`src/rtl/bdb_emu_pkg.sv`:
```
// bdb_emu_pkg: shared types and constants for the bounce emulator
// Contents: FSM state enum, Galois LFSR tap mask, default parameter values,
//           and the one-step LFSR update used by bdb_lfsr16.
package bdb_emu_pkg;
    typedef enum logic [2:0] {IDLE, PRESS_BOUNCE, HOLD, RELEASE_BOUNCE, GAP} bdb_emu_state_t;
    localparam logic [15:0] LFSR_TAPS        = 16'hB400;
    localparam int          DEF_BOUNCE_COUNT = 3;
    localparam logic [15:0] DEF_BOUNCE_MASK  = 16'h000F;
    localparam int          DEF_HOLD_WIDTH   = 16;
    localparam int          DEF_GAP_CYCLES   = 32;
    localparam logic [15:0] DEF_LFSR_SEED    = 16'hACE1;
    function automatic logic [15:0] lfsr_step(input logic [15:0] q);
        return (q >> 1) ^ (q[0] ? LFSR_TAPS : 16'h0000);
    endfunction
endpackage

```
`src/rtl/bdb_lfsr16.sv`:
```
// bdb_lfsr16: free-running 16-bit Galois LFSR
// Ports: clock (in), reset (in, sync active-high), seed[15:0] (in, 0 maps to 1),
//        q[15:0] (out, current LFSR state, advances every cycle)
module bdb_lfsr16 import bdb_emu_pkg::*; (
    input  logic        clock,
    input  logic        reset,
    input  logic [15:0] seed,
    output logic [15:0] q
);
    always_ff @(posedge clock)
        q <= reset ? ((seed == 16'h0000) ? 16'h0001 : seed) : lfsr_step(q);
endmodule

```
`src/rtl/bdb_bounce_emulator.sv`:
```
// bdb_bounce_emulator: turns press requests into a bouncy buttonDown waveform
// Ports: clock, reset (sync active-high); req_valid/req_ready handshake with
//        req_hold (stable-press cycles, 0 acts as 1) and req_bounce_en;
//        buttonDown (registered level), stablePress (pulse on first HOLD cycle),
//        busy (not IDLE), pressCount (HOLD entries since reset, wrapping).
module bdb_bounce_emulator import bdb_emu_pkg::*; #(
    parameter int          BOUNCE_COUNT = DEF_BOUNCE_COUNT,
    parameter logic [15:0] BOUNCE_MASK  = DEF_BOUNCE_MASK,
    parameter int          HOLD_WIDTH   = DEF_HOLD_WIDTH,
    parameter int          GAP_CYCLES   = DEF_GAP_CYCLES,
    parameter logic [15:0] LFSR_SEED    = DEF_LFSR_SEED
) (
    input  logic                  clock,
    input  logic                  reset,
    input  logic                  req_valid,
    output logic                  req_ready,
    input  logic [HOLD_WIDTH-1:0] req_hold,
    input  logic                  req_bounce_en,
    output logic                  buttonDown,
    output logic                  stablePress,
    output logic                  busy,
    output logic [15:0]           pressCount
);
    localparam int CW = HOLD_WIDTH > 16 ? HOLD_WIDTH : 16;
    localparam logic [7:0]    SEG_LAST = 8'(2 * BOUNCE_COUNT - 1);
    localparam logic [CW-1:0] GAP_LOAD = CW'(GAP_CYCLES - 1);
    bdb_emu_state_t state, state_n;
    logic [7:0] seg, seg_n;
    logic [15:0] len_cnt, len_n, lfsr;
    logic [CW-1:0] hg_cnt, hg_n, hold_load;
    logic [HOLD_WIDTH-1:0] hold_q, hold_n, hold_src;
    logic bounce_q, bounce_n, bd_n, sp_n;

    bdb_lfsr16 u_lfsr (.clock(clock), .reset(reset), .seed(LFSR_SEED), .q(lfsr));

    assign req_ready = state == IDLE;
    assign busy      = state != IDLE;
    // HOLD is entered either straight from IDLE (request still on the bus) or after press bounce
    assign hold_src  = (state == IDLE) ? req_hold : hold_q;
    assign hold_load = CW'((hold_src == '0) ? '0 : hold_src - HOLD_WIDTH'(1));

    always_comb begin
        state_n  = state;
        seg_n    = seg;
        len_n    = len_cnt;
        hg_n     = hg_cnt;
        hold_n   = hold_q;
        bounce_n = bounce_q;
        sp_n     = 1'b0;
        case (state)
            IDLE: if (req_valid) begin
                hold_n   = req_hold;
                bounce_n = req_bounce_en;
                seg_n    = '0;
                len_n    = lfsr & BOUNCE_MASK;
                hg_n     = hold_load;
                state_n  = req_bounce_en ? PRESS_BOUNCE : HOLD;
                sp_n     = !req_bounce_en;
            end
            PRESS_BOUNCE, RELEASE_BOUNCE: if (len_cnt != '0) len_n = len_cnt - 16'd1;
            else if (seg == SEG_LAST) begin
                state_n = (state == PRESS_BOUNCE) ? HOLD : GAP;
                hg_n    = (state == PRESS_BOUNCE) ? hold_load : GAP_LOAD;
                sp_n    = state == PRESS_BOUNCE;
            end else begin
                seg_n = seg + 8'd1;
                len_n = lfsr & BOUNCE_MASK;
            end
            HOLD: if (hg_cnt != '0) hg_n = hg_cnt - CW'(1);
            else begin
                state_n = bounce_q ? RELEASE_BOUNCE : GAP;
                seg_n   = '0;
                len_n   = lfsr & BOUNCE_MASK;
                hg_n    = GAP_LOAD;
            end
            GAP: if (hg_cnt != '0) hg_n = hg_cnt - CW'(1);
            else state_n = IDLE;
            default: state_n = IDLE;
        endcase
        // even press segments are high, odd release segments are high
        bd_n = (state_n == HOLD) || (state_n == PRESS_BOUNCE && !seg_n[0]) ||
               (state_n == RELEASE_BOUNCE && seg_n[0]);
    end

    always_ff @(posedge clock) begin
        if (reset) begin
            state       <= IDLE;
            seg         <= '0;
            len_cnt     <= '0;
            hg_cnt      <= '0;
            hold_q      <= '0;
            bounce_q    <= 1'b0;
            buttonDown  <= 1'b0;
            stablePress <= 1'b0;
            pressCount  <= '0;
        end else begin
            state       <= state_n;
            seg         <= seg_n;
            len_cnt     <= len_n;
            hg_cnt      <= hg_n;
            hold_q      <= hold_n;
            bounce_q    <= bounce_n;
            buttonDown  <= bd_n;
            stablePress <= sp_n;
            pressCount  <= pressCount + 16'(sp_n);
        end
    end
endmodule
```
`config.mk`:
```
export PLATFORM = sky130hd
export DESIGN_NAME = bdb_bounce_emulator
export DESIGN_NICKNAME = d
export VERILOG_FILES = /design/src/rtl/bdb_emu_pkg.sv /design/src/rtl/bdb_lfsr16.sv /design/src/rtl/bdb_bounce_emulator.sv
export SDC_FILE = /design/constraint.sdc
export NUM_CORES = 1
export LEC_CHECK = 0
export ABC_AREA = 1
export BUFFER_PORTS_ARGS = -buffer_cell sky130_fd_sc_hd__buf_4
export CORE_AREA = 2 2 165 86
export CTS_BUF_LIST = sky130_fd_sc_hd__clkbuf_8
export CTS_CLUSTER_DIAMETER = 50
export DETAILED_ROUTE_END_ITERATION = 8
export DIE_AREA = 0 0 167 88
export PLACE_DENSITY = 0.59
export SYNTH_ARGS = -nofsm -noshare
export SYNTH_HDL_FRONTEND = slang
export SYNTH_SLANG_ARGS = --single-unit
export TNS_END_PERCENT = 50
```
`constraint.sdc`:
```
create_clock -name clock -period 2.7 [get_ports clock]
set_input_delay 0.81 -clock clock [delete_from_list [all_inputs] [get_ports clock]]
set_output_delay 0.81 -clock clock [all_outputs]
set_load 0.005 [all_outputs]
```
==> Word-level counts from Yosys, hierarchy flattened <==
Cells that the tools add are included.
{ "word_totals": {"reg_bits": 94, "inputBits": 20, "output_inout_bits": 20, "word_cells": 83} }
{ "classes": {"addsub": 5, "eq_ne": 15, "mux": 33, "bitwise_logic": 1, "n_reduce_logical": 18} }
{ "ops": {"columns": ["operator", "count"], "rows": [
  ["$mux W16", 13],
  ["$pmux W16 S4", 1],
  ["$pmux W16 S3", 1],
  ["$sub A16 B1 Y16 const B", 3],
  ["$mux W8", 4],
  ["$reduce_bool A16 Y1", 2],
  ["$pmux W8 S3", 1],
  ["$mux W3", 7],
  ["$add A16 B1 Y16", 1],
  ["$logic_not A16 Y1", 1],
  ["$xor A15 B16 Y16", 1],
  ["$eq A3 B2 Y1 const B", 4],
  ["$ne A2 B2 Y1 const B", 6],
  ["$pmux W3 S4", 1],
  ["$reduce_and A5 Y1", 2],
  ["$add A8 B1 Y8 const B", 1],
  ["$eq A8 B3 Y1 const B", 1],
  ["$eq A3 B1 Y1 const B", 2],
  ["$reduce_bool A3 Y1", 2],
  ["$reduce_and A4 Y1", 1],
  ["$reduce_bool A4 Y1", 1],
  ["$eq A3 B3 Y1 const B", 1],
  ["$logic_not A3 Y1", 1],
  ["$mux W1", 3],
  ["other kinds (8)", 11]
]} }

==> Longest topological paths before layout <==
Gate-level depths: netlist of the first run.
{ "depth": {"ltp_word": 9, "ltp_mapped": 18, "depth_no_buf": 18} }

==> Hierarchy <==
Synthesis of the first run repeated with hierarchy kept, for this count alone.
{ "unflattened": {"cells_unflattened": 809, "area_unflattened_um2": 5340.1} }
{ "modules_own_cells": {"columns": ["module", "instances", "cells_per_inst", "area_per_inst_um2", "seq_area_each_um2"], "rows": [
  ["bdb_bounce_emulator", 1, 726, 4735.8, 1561.5],
  ["bdb_lfsr16", 1, 83, 604.3, 320.3]
]} }

==> Least setup slack after synthesis of the first run <==
Ideal clock, no wire load.
{ "synth_timing": {"kind": "input to register", "startpoint": "input req_valid", "endpoint": "register pressCount[12]", "setup_time_ns": 0.119, "arrival_time_ns": 2.656, "required_time_ns": 2.581, "setup_slack_ns": -0.076, "path_stages": 15, "path_buffers": 0, "path_cell_list": "inv_1 nor2_1 inv_1 nor2_1 a21oi_1 inv_1 ha_1 ha_1 nand3_1 nor2_1 nand3_1 nor3b_1 nand3_1 o21ai_0 a21oi_1"} }
{ "synth_via": {"elab_chain_len": 3} }
{ "synth_lines": {"columns": ["item", "line", "rtl"], "rows": [
  ["start: declaration", "bdb_bounce_emulator.sv:15", "input logic req_valid,"],
  ["$mux W1", "bdb_bounce_emulator.sv:51", "IDLE: if (req_valid) begin"],
  ["$pmux W1 S2", "bdb_bounce_emulator.sv:50", "case (state)"],
  ["net sp_n", "bdb_bounce_emulator.sv:32", "logic bounce_q, bounce_n, bd_n, sp_n;"],
  ["$add A16 B1 Y16", "bdb_bounce_emulator.sv:105", "pressCount <= pressCount + 16'(sp_n);"],
  ["end signal: assignment", "bdb_bounce_emulator.sv:105", null],
  ["end: declaration", "bdb_bounce_emulator.sv:22", "output logic [15:0] pressCount"]
]} }
The timed path passes the listed nets, and every way through them passes these cells.
A chain may end at the register's enable or synchronous reset.

==> Worst setup path after layout of the first run <==
{ "layout_timing": {"startpoint": "register len_cnt[8]", "endpoint": "register pressCount[10]"} }
{ "layout_via": {"elab_chain_len": 4} }
{ "layout_lines": {"columns": ["item", "line", "rtl"], "rows": [
  ["start: declaration", "bdb_bounce_emulator.sv:29", "logic [15:0] len_cnt, len_n, lfsr;"],
  ["start signal: assignment", "bdb_bounce_emulator.sv:99", "len_cnt <= len_n;"],
  ["$reduce_bool A16 Y1", "bdb_bounce_emulator.sv:60", "PRESS_BOUNCE, RELEASE_BOUNCE: if (len_cnt != '0) len_n = len_cnt - 16'd1;"],
  ["$mux W1", "bdb_bounce_emulator.sv:60", null],
  ["$pmux W1 S2", "bdb_bounce_emulator.sv:50", null],
  ["net sp_n", "bdb_bounce_emulator.sv:32", null],
  ["$add A16 B1 Y16", "bdb_bounce_emulator.sv:105", null]
]} }
The timed path passes the listed nets, and every way through them passes these cells.

==> results of run 1 <==
## worst max-delay path: cells and delay by family, from the launching register on
family          cells  cell delay (ns)
buf+inv             3             0.29
fa+ha+maj           2             0.38
flops               1             0.35
compound gates      3             0.24
simple gates        8             1.17
## metrics by stage
stage	power [mW]	TNS [ns]	instances
CTS	3.76	0	1012
global route	4.03	-0.0990	1013
detailed placement	2.84	-0.530	996
global placement	2.82	-0.396	996
floorplan	2.52	0	776
finish	3.77	0	1013
## synth_stat cells (7+ instances only)
cell,count,share of area (%)
a21oi_1,63,6.1
clkbuf_1,12,0.87
dfxtp_1,94,36
ha_1,9,2.2
inv_1,91,6.6
nand2_1,159,11
nand2_2,9,1.1
nand3_1,50,4.8
nand4_1,15,1.8
nor2_1,111,8.0
nor2_2,7,0.84
nor3_1,20,1.9
o21ai_0,57,5.5
xnor2_1,8,1.3
xor2_1,23,3.9
## repair_timing
item | CTS | global route
resized for setup | 0 | 15
endpoints found under the hold margin | 0 | 0
buffers inserted | 0 | 1
setup endpoints to repair | 0 | 5
## sequential cells by signal, summed over array words and instances, names as in the netlist
| name | count |
|---|---|
| buttonDown | 1 |
| state | 3 |
| hold_q | 16 |
| u_lfsr.q | 16 |
| stablePress | 1 |
| hg_cnt | 16 |
| seg | 8 |
| len_cnt | 16 |
| pressCount | 16 |
| bounce_q | 1 |
## logic make-up after synthesis
group	synth area share, %
AO/OA/AOI/OAI	13.3
XOR/XNOR	5.23
adder cells (fa/ha/maj)	2.17
buffers and inverters	8.92
AND/OR/NAND/NOR	34.1
flip-flops	36.2
## path summary, 6_finish.rpt
check	start	endpoint	slack (ns)	cells past startpoint
hold reg to reg	u_lfsr.q[5]	u_lfsr.q[4]	0.41	2
setup reg to reg	len_cnt[8]	pressCount[10]	0.16	16
setup / recovery	len_cnt[8]	pressCount[10]	0.16	16
hold / removal	u_lfsr.q[5]	u_lfsr.q[4]	0.41	2
## area by class of cell
cell class,instances,area (um^2)
clock buffers,9,124
clock inverters,7,62.6
fillers,1329,7210
inverters,94,353
multi-input cells,567,2890
flip-flops and latches,94,1890
well taps,176,220
repair buffers,66,508
## power by group through the flow
stage	clock network (mW)	logic [mW]	registers (mW)
after floorplan	0	0.909	1.61
after global placement	0	1.19	1.63
after detailed placement	0	1.21	1.63
after CTS	0.951	1.21	1.60
after global routing	1.01	1.41	1.62
final	0.918	1.25	1.60
## per-layer routing
metal | vias to the layer above | track usage, % | wire [um]
met4 | 0 | 3.06 | 74
li1 | 2597 | - | -
met2 | 137 | 25.0 | 5000
met3 | 9 | 4.16 | 886
met5 | - | 0 | 0
met1 | 2229 | 30.2 | 7750
==> run metrics, run 1 <==
Starting DRT DRC Count=446; die width=167 um; starting density of the core=39.2%; initial antenna violation count=0; final WL=13700 um; Hold Slack=0.406 ns; sequential share of power=42.5%; crit path max-delay cell type=dfxtp_1; Post-synth ARST share=0%; FF+latch count, synth=94; Max transition margin=63.6%; synthesized area=5190 um^2; peak supply drop=0.251 mV; Sink Count=94; root buf cell=clkbuf_8; Final min period=2.54 ns; Inserted Diodes=0; via count=4972; TritonCTS clock tree=yes; highest clock rate=0.393 GHz; internal power=2.31 mW; PwrDens=625 nW/um^2; First-pass DRT Iterations=5; leading cell type in the layout, fill and taps excluded=nand2_1; commonest non-fill, non-tap cells in the layout=159 x nand2_1, 108 x nor2_1, 91 x dfxtp_1; share of layout cells above drive strength 1=15.9%; core area=13300 um^2; die area=14700 um^2; RePlAce Congestion=0.913; DR WL/cell=13.5 um; final setup margin=0.156 ns; Least-Margin Pin Slew=0.546 ns; port bufs=39; Hold Vio Cnt, Final=0; Layout Nets=861; syn_nets=805; Worst EP arrival=2.81 ns; Critical Path RT=2.97 ns; maximum root-to-sink buffer count=2; first-pass GRT wire length=22100 um; Crit Path Category=reg2reg; Synth Flop Type=dfxtp_1; Avg Inst Size Synth=6.69 um^2; hold_buf cts=0; Distinct cells, synth=41; worst path cell trace=nor2_1 -> nand2_1 -> nor2_2 -> nand3_2 -> inv_2 -> a21oi_2 -> inv_1 -> ha_2 -> ha_2 -> nand3_1 -> nor2_2 -> nand3_2 -> nor3b_2 -> buf_4 -> a21oi_1 -> o21a_1; total track usage=18.8%; row count=30; Mapped Cells=776; run status=finished clean; Post-synth EDFFs=0; HPWL Detailed=10100 um; IO Pins=40; number of global-route vias before repair=4417; max incr delay on CP=0.35 ns; final worst clock skew=0.0145 ns; DRT antenna net count=0; Clock transition at path regs=0.10 ns; final slew viol count=0; pre-CTS WS=-0.122 ns; Leakage=2.73 nW; crit end category=flip-flop; endpoints failing setup=0; H-tree levels=3; Synth Warn #=0; Die Span Y=88 um; post-route cell area=6040 um^2; drc violations=0; Sw Share=38.8%; grt total ovfl=0; Final Util=45.6%; clock latency on the worst-skew pair=0.38 ns; Net Sw Power=1.46 mW; via/cell ratio=4.91; Post-Place Cell Area=5810 um^2; Area growth, synth to finish=16.3%; Comb power frac=33.2%; post-synthesis sequential area ratio=36.2%; Startpoint Class=flip-flop; CP Max Fanout=3; Max-Cap Viols=0; Clk network pwr share=24.3%; CTS Buf Count=9; Hold WC Path Type=reg2reg; fin crit share=94.2%; largest net degree at the start of global routing=44
Note: power is estimated with default switching activity, not from simulation.
==> run 2, diff against run 1 <==
--- a/config.mk
+++ b/config.mk
@@ -6,13 +6,13 @@
 export NUM_CORES = 1
 export LEC_CHECK = 0
 export ABC_AREA = 1
-export BUFFER_PORTS_ARGS = -buffer_cell sky130_fd_sc_hd__buf_4
 export CORE_AREA = 2 2 165 86
 export CTS_BUF_LIST = sky130_fd_sc_hd__clkbuf_8
 export CTS_CLUSTER_DIAMETER = 50
 export DETAILED_ROUTE_END_ITERATION = 8
 export DIE_AREA = 0 0 167 88
-export PLACE_DENSITY = 0.59
+export DONT_BUFFER_PORTS = 1
+export PLACE_DENSITY = 0.57
 export SYNTH_ARGS = -nofsm -noshare
 export SYNTH_HDL_FRONTEND = slang
 export SYNTH_SLANG_ARGS = --single-unit
==> run metrics, run 2 (synthesis results as in run 1) <==
row count=30 (unchanged); Post-CTS Setup Inserts=0 (unchanged); DRT antenna net count=0 (unchanged); sum of negative setup slack=0 ns (unchanged); port bufs=0 (-100%); Critical Path RT=2.96 ns (about the same); First-pass DRT Iterations=5 (unchanged); maximum root-to-sink buffer count=2 (unchanged); H-tree levels=3 (unchanged); largest net degree at the start of global routing=45 (+2.3%); fin crit share=91.8% (-2.4 points); starting density of the core=39.2% (unchanged); Sink Count=94 (unchanged); Clk network pwr share=24.8% (+0.5 points); IO Pins=40 (unchanged); CTS resizes=0 (unchanged); CTS Buf Count=9 (unchanged); Hold Vio Cnt, Final=0 (unchanged); Area growth, synth to finish=10.5%; Net Sw Power=1.43 mW (-2.5%); RePlAce Congestion=0.931 (+2.0%); Comb power frac=32.0% (-1.2 points); highest clock rate=0.404 GHz (+2.6%); die width=167 um (unchanged); Clock transition at path regs=0.11 ns (about the same); clock latency on the worst-skew pair=0.37 ns (about the same); PwrDens=648 nW/um^2 (+3.7%); grt total ovfl=0 (unchanged); reg2reg start=state[1]; number of global-route vias before repair=4376 (-0.93%); Max-Cap Viols=0 (unchanged); HPWL Detailed=9900 um (-1.6%); Crit Path Category=reg2reg; crit path capture=hg_cnt[8]; sequential share of power=43.2% (+0.7 points); initial antenna violation count=0 (unchanged); Least-Margin Pin Slew=0.564 ns (+0.0177 ns); root buf cell=clkbuf_8; peak supply drop=0.227 mV (-9.6%); Final min period=2.48 ns (-0.0656 ns); Hold WC Path Type=reg2reg; Worst EP arrival=2.73 ns (-0.08 ns); via/cell ratio=5.04 (+2.6%); DR WL/cell=13.9 um (+2.6%); Max transition margin=62.4% (-1.2 points); commonest non-fill, non-tap cells in the layout=159 x nand2_1, 108 x nor2_1, 93 x dfxtp_1; first-pass GRT wire length=22100 um (-0.31%); drc violations=0 (unchanged); run status=finished clean; hold_buf cts=0 (unchanged); Leakage=2.51 nW (-8.1%); Starting DRT DRC Count=393 (-12%); Inserted Diodes=0 (unchanged); Sw Share=38.4% (-0.41 points); # fillers=1371 (+3.2%); CP Max Fanout=24 (+21); core area=13300 um^2 (unchanged); slack of the worst reg-to-reg path=0.22 ns (+0.07 ns); internal power=2.29 mW (-0.82%); Startpoint Class=flip-flop; placed cell count=954 (-4.2%); crit end category=flip-flop; final worst clock skew=0.0145 ns (+0.0000142 ns); total track usage=18.8% (+0.038 points); FF-to-FF path depth=13 (-3); Die Span Y=88 um (unchanged); via count=4885 (-1.7%); die area=14700 um^2 (unchanged); TritonCTS clock tree=yes; non-filler cells, final=970 (-4.2%); endpoints failing setup=0 (unchanged); final slew viol count=0 (unchanged); share of layout cells above drive strength 1=11.3% (-4.6 points); final WL=13500 um (-1.8%); Crit. Startpoint=state[1]; leading cell type in the layout, fill and taps excluded=nand2_1; Worst R2R End=hg_cnt[8]; Layout Nets=818 (-5.0%)
[run 2: worst min path at each step]
stage                  from           end  slack (ns)  cells past startpoint
2_1_floorplan  u_lfsr.q[15]  u_lfsr.q[14]        0.39                      2
3_3_place_gp   u_lfsr.q[12]  u_lfsr.q[11]        0.39                      1
3_5_place_dp    u_lfsr.q[5]   u_lfsr.q[4]        0.40                      2
4_1_cts         u_lfsr.q[5]   u_lfsr.q[4]        0.41                      2
5_1_grt         u_lfsr.q[4]   u_lfsr.q[3]        0.43                      2
6_report        u_lfsr.q[4]   u_lfsr.q[3]        0.41                      2
[run 2: layout make-up]
| cell class | count | area, um^2 | share of cell area [%] |
|---|---|---|---|
| clock buffer | 10 | 138 | 2.40 |
| clock inverter | 6 | 50.0 | 0.872 |
| inverter | 94 | 353 | 6.15 |
| multi-input combinational | 567 | 2920 | 50.9 |
| sequential | 94 | 1880 | 32.8 |
| tap | 176 | 220 | 3.84 |
| timing repair buffer | 23 | 173 | 3.01 |
[run 2: power by group through the flow]
stage	sequential (mW)	combinational [mW]	clock [mW]
after floorplan	1.61	0.909	0
after global routing	1.62	1.35	1.02
after detailed placement	1.63	1.15	0
after CTS	1.60	1.16	0.955
final	1.61	1.19	0.921
after global placement	1.63	1.14	0
[run 2: stage by stage]
stage / instance area (um^2) / power, mW / worst slack, ns / utilization [%] / hold slack [ns]
2_1_floorplan: 5200 / 2.52 / 0.0485 / - / 0.388
3_3_place_gp: 5480 / 2.77 / 0.0656 / 41.4 / 0.393
3_5_place_dp: 5480 / 2.78 / -0.0351 / 41.4 / 0.397
4_1_cts: 5670 / 3.72 / 0.0513 / 42.8 / 0.410
5_1_grt: 5740 / 4.00 / -0.00756 / 43.3 / 0.431
6_report: 5740 / 3.72 / 0.222 / 43.3 / 0.405
[run 2: routing by layer]
| metal | track usage [%] | vias to the layer above | routed length (um) | part of all wire, % |
|---|---|---|---|---|
| met5 | 0 | - | 0 | 0 |
| met2 | 25.3 | 165 | 4840 | 36 |
| li1 | - | 2516 | - | - |
| met4 | 3.84 | 0 | 91 | 0.68 |
| met3 | 5.11 | 10 | 1150 | 8.6 |
| met1 | 29.3 | 2194 | 7370 | 55 |
[run 2: worst max-delay path, cell delays in order (launching register included)]
cell and delay, ns:
dfxtp_1 0.51, nor2_8 0.07, nand2_4 0.07, buf_4 0.30, nand2_1 0.09, nand2_1 0.14
ha_1 0.20, nand3_1 0.15, nor2_2 0.23, nand3_2 0.16, nand2_4 0.12, inv_2 0.08
nand2_1 0.14, a21oi_1 0.10
==> run 3, diff against run 2 <==
--- a/config.mk
+++ b/config.mk
@@ -5,14 +5,13 @@
 export SDC_FILE = /design/constraint.sdc
 export NUM_CORES = 1
 export LEC_CHECK = 0
-export ABC_AREA = 1
-export CORE_AREA = 2 2 165 86
+export CORE_AREA = 3 3 165 87
 export CTS_BUF_LIST = sky130_fd_sc_hd__clkbuf_8
 export CTS_CLUSTER_DIAMETER = 50
 export DETAILED_ROUTE_END_ITERATION = 8
-export DIE_AREA = 0 0 167 88
+export DIE_AREA = 0 0 168 90
 export DONT_BUFFER_PORTS = 1
-export PLACE_DENSITY = 0.57
+export PLACE_DENSITY = 0.56
 export SYNTH_ARGS = -nofsm -noshare
 export SYNTH_HDL_FRONTEND = slang
 export SYNTH_SLANG_ARGS = --single-unit
==> run metrics, run 3 <==
run status=complete, but fails checks; failing checks=setup timing; Synth Area in XOR/XNOR=6.98% (+1.8 points); commonest non-fill, non-tap cells in the layout=91 x dfxtp_1, 71 x nor2_1, 69 x buf_4; Mapped Cells=629 (-19%); CP Max Fanout=7 (-71%); Startpoint Class=flip-flop; peak supply drop=0.273 mV (+20%); grt total ovfl=0 (unchanged); Synth Area in Compound Gates=18.2% (+4.9 points); via count=4733 (-3.1%); mux share of post-synthesis cell area=3.09% (+3.1 points); first-pass GRT wire length=22300 um (+1.3%); Post-Place Cell Area=5830 um^2 (+6.3%); crit end category=flip-flop; Critical Path RT=2.97 ns (about the same); Max transition margin=47.3% (-15 points); top area cells in the synthesized netlist=dfxtp_1 37%, nor2_1 5.3%, a21oi_1 4.4%, nand2_1 4.1%, xor2_1 4.1%; FF+latch count, synth=94 (unchanged); H-tree levels=3 (unchanged); post-synthesis sequential area ratio=36.6% (+0.36 points); Final min period=2.80 ns (+0.326 ns); Simple-Gate Fraction of Synth Area=29.2% (-4.9 points); Leakage=2.36 nW (-6.3%); Avg Inst Size Synth=8.17 um^2 (+22%); starting density of the core=40.4% (+1.2 points); endpoints failing setup=14 (+14); Starting DRT DRC Count=308 (-22%); Inserted Diodes=0 (unchanged); via/cell ratio=5.52 (+9.5%); port bufs=0 (unchanged); die width=168 um (+0.60%); Hold Vio Cnt, Final=0 (unchanged); First-pass DRT Iterations=4 (-1); unrepaired setup endpoints after global routing=yes; clock latency on the worst-skew pair=0.38 ns (about the same); IO Pins=40 (unchanged); Least-Margin Pin Slew=0.790 ns (+0.226 ns); Sink Count=94 (unchanged); crit path max-delay cell type=or3_4; most frequent CP cell=mux2i_4; largest net degree at the start of global routing=79 (+76%); max incr delay on CP=0.41 ns (-0.10 ns); Distinct cells, synth=69 (+68%); Clock transition at path regs=0.11 ns (about the same); share of layout cells above drive strength 1=23.0% (+12 points); highest clock rate=0.357 GHz (-12%); RePlAce Congestion=0.929 (-0.28%); leading cell type in the layout, fill and taps excluded=dfxtp_1; synthesized area=5140 um^2 (-0.99%); Hold WC Path Type=reg2reg; Max-Cap Viols=0 (unchanged); largest family of logic cells by synthesized area=simple AND/OR/NAND/NOR gates; Crit Path Category=reg2reg; Synth Warn #=0 (unchanged); die area=15100 um^2 (+2.9%); number of global-route vias before repair=4466 (+2.1%); maximum root-to-sink buffer count=2 (unchanged); Area growth, synth to finish=20.9%; DR WL/cell=15.5 um (+11%); Synth top cells by count=94 x dfxtp_1, 72 x nor2_1, 56 x nand2_1; Synth Flop Type=dfxtp_1; final slew viol count=0 (unchanged); Layout Nets=712 (-13%); HPWL Detailed=9580 um (-3.2%); post-route cell area=6220 um^2 (+8.3%); Worst EP arrival=3.07 ns (+0.34 ns); fin crit share=104% (+12 points); core area=12700 um^2 (-3.9%); Post-synth ARST share=0% (unchanged); row count=29 (-3.3%); root buf cell=clkbuf_8; worst path cell trace=or3_4 -> inv_8 -> mux2i_4 -> ha_2 -> or3b_4 -> nand3b_1 -> mux2i_4 -> a21boi_4 -> a221oi_1 -> a211oi_1; initial antenna violation count=0 (unchanged); Synth area leader=dfxtp_1; final WL=13300 um (-1.5%); final worst clock skew=0.0175 ns (+0.00300 ns); drc violations=0 (unchanged); FF-to-FF path depth=10 (-3); most common cell in the netlist=dfxtp_1; syn_nets=658 (-18%); CTS Buf Count=9 (unchanged); DRT antenna net count=0 (unchanged); Synth top area share=36.6% (+0.36 points); total track usage=17.5% (-1.3 points); Die Span Y=90 um (+2.3%); Hold Slack=0.423 ns (+0.0181 ns); PwrDens=645 nW/um^2 (-0.47%); # fillers=1235 (-9.9%); Worst Hold Path Cells=1 (-1); final setup margin=-0.104 ns (-0.326 ns); Post-synth EDFFs=0 (unchanged); TritonCTS clock tree=yes; hold_buf cts=0 (unchanged); synthesized-area fraction occupied by adder cells=2.19% (+0.022 points)
## run 3: logic make-up after synthesis
logic type	count (synthesis)
buffers and inverters	48
DFF	94
and+or+nand+nor	282
xor gates and xnor gates	41
AOI/OAI and AO/OA	140
adders and majority gates	9
muxes	15
## run 3: critical path, delay by kind of cell (launching register included)
kind	cells	cell delay, ns
AND/OR/NAND/NOR	3	1.01
AO/OA/AOI/OAI	3	0.57
multiplexers	2	0.47
flip-flops	1	0.33
adder cells (fa/ha/maj)	1	0.21
buffers and inverters	1	0.09
## run 3: path summary, 6_finish.rpt
kind | from | endpoint | slack, ns
setup / recovery | state[0] | hg_cnt[1] | -0.10
setup reg to reg | state[0] | hg_cnt[1] | -0.10
hold reg to reg | u_lfsr.q[12] | u_lfsr.q[11] | 0.42
hold / removal | u_lfsr.q[12] | u_lfsr.q[11] | 0.42
## run 3: final cells by class
class	instances	area (um^2)	share of cell area, %
clock buffers	9	124	1.99
clock inverters	7	68.8	1.11
inverters	17	71.3	1.15
flip-flops and latches	94	1890	30.3
repair buffers	73	572	9.20
multi-input cells	488	3280	52.8
well taps	170	213	3.42
## run 3: layer usage
layer,vias to the layer above,global-route usage [%],wire (um)
met1,2212,24.0,6480
li1,2404,-,-
met3,22,4.65,579
met5,-,0,0
met2,95,26.9,5930
met4,0,5.31,275
## run 3: through the flow
stage / utilization, % / setup slack [ns] / instances / setup TNS (ns) / power [mW]
floorplan: - / -0.318 / 629 / -4.19 / 2.58
global placement: 45.7 / -0.133 / 837 / -0.972 / 3.00
detailed placement: 45.7 / -0.228 / 837 / -2.37 / 3.01
CTS: 48.5 / -0.0669 / 858 / -0.469 / 4.03
global route: 48.8 / -0.225 / 858 / -3.51 / 4.26
finish: 48.8 / -0.104 / 858 / -0.591 / 4.01
## run 3: what timing repair did
action / 4_1_cts / 5_1_grt
pin swaps: 11 / 2
buffers inserted: 4 / 0
gates cloned: 1 / 0
resized for setup: 25 / 9
endpoints found under the setup margin: 23 / 37
## run 3: power breakdown
| part | leakage, nW | switching, mW | internal, mW | total [mW] |
|---|---|---|---|---|
| Sequential | 0.772 | 0.0880 | 1.50 | 1.59 |
| Clock | 0.101 | 0.583 | 0.368 | 0.951 |
| Combinational | 1.48 | 0.789 | 0.673 | 1.46 |
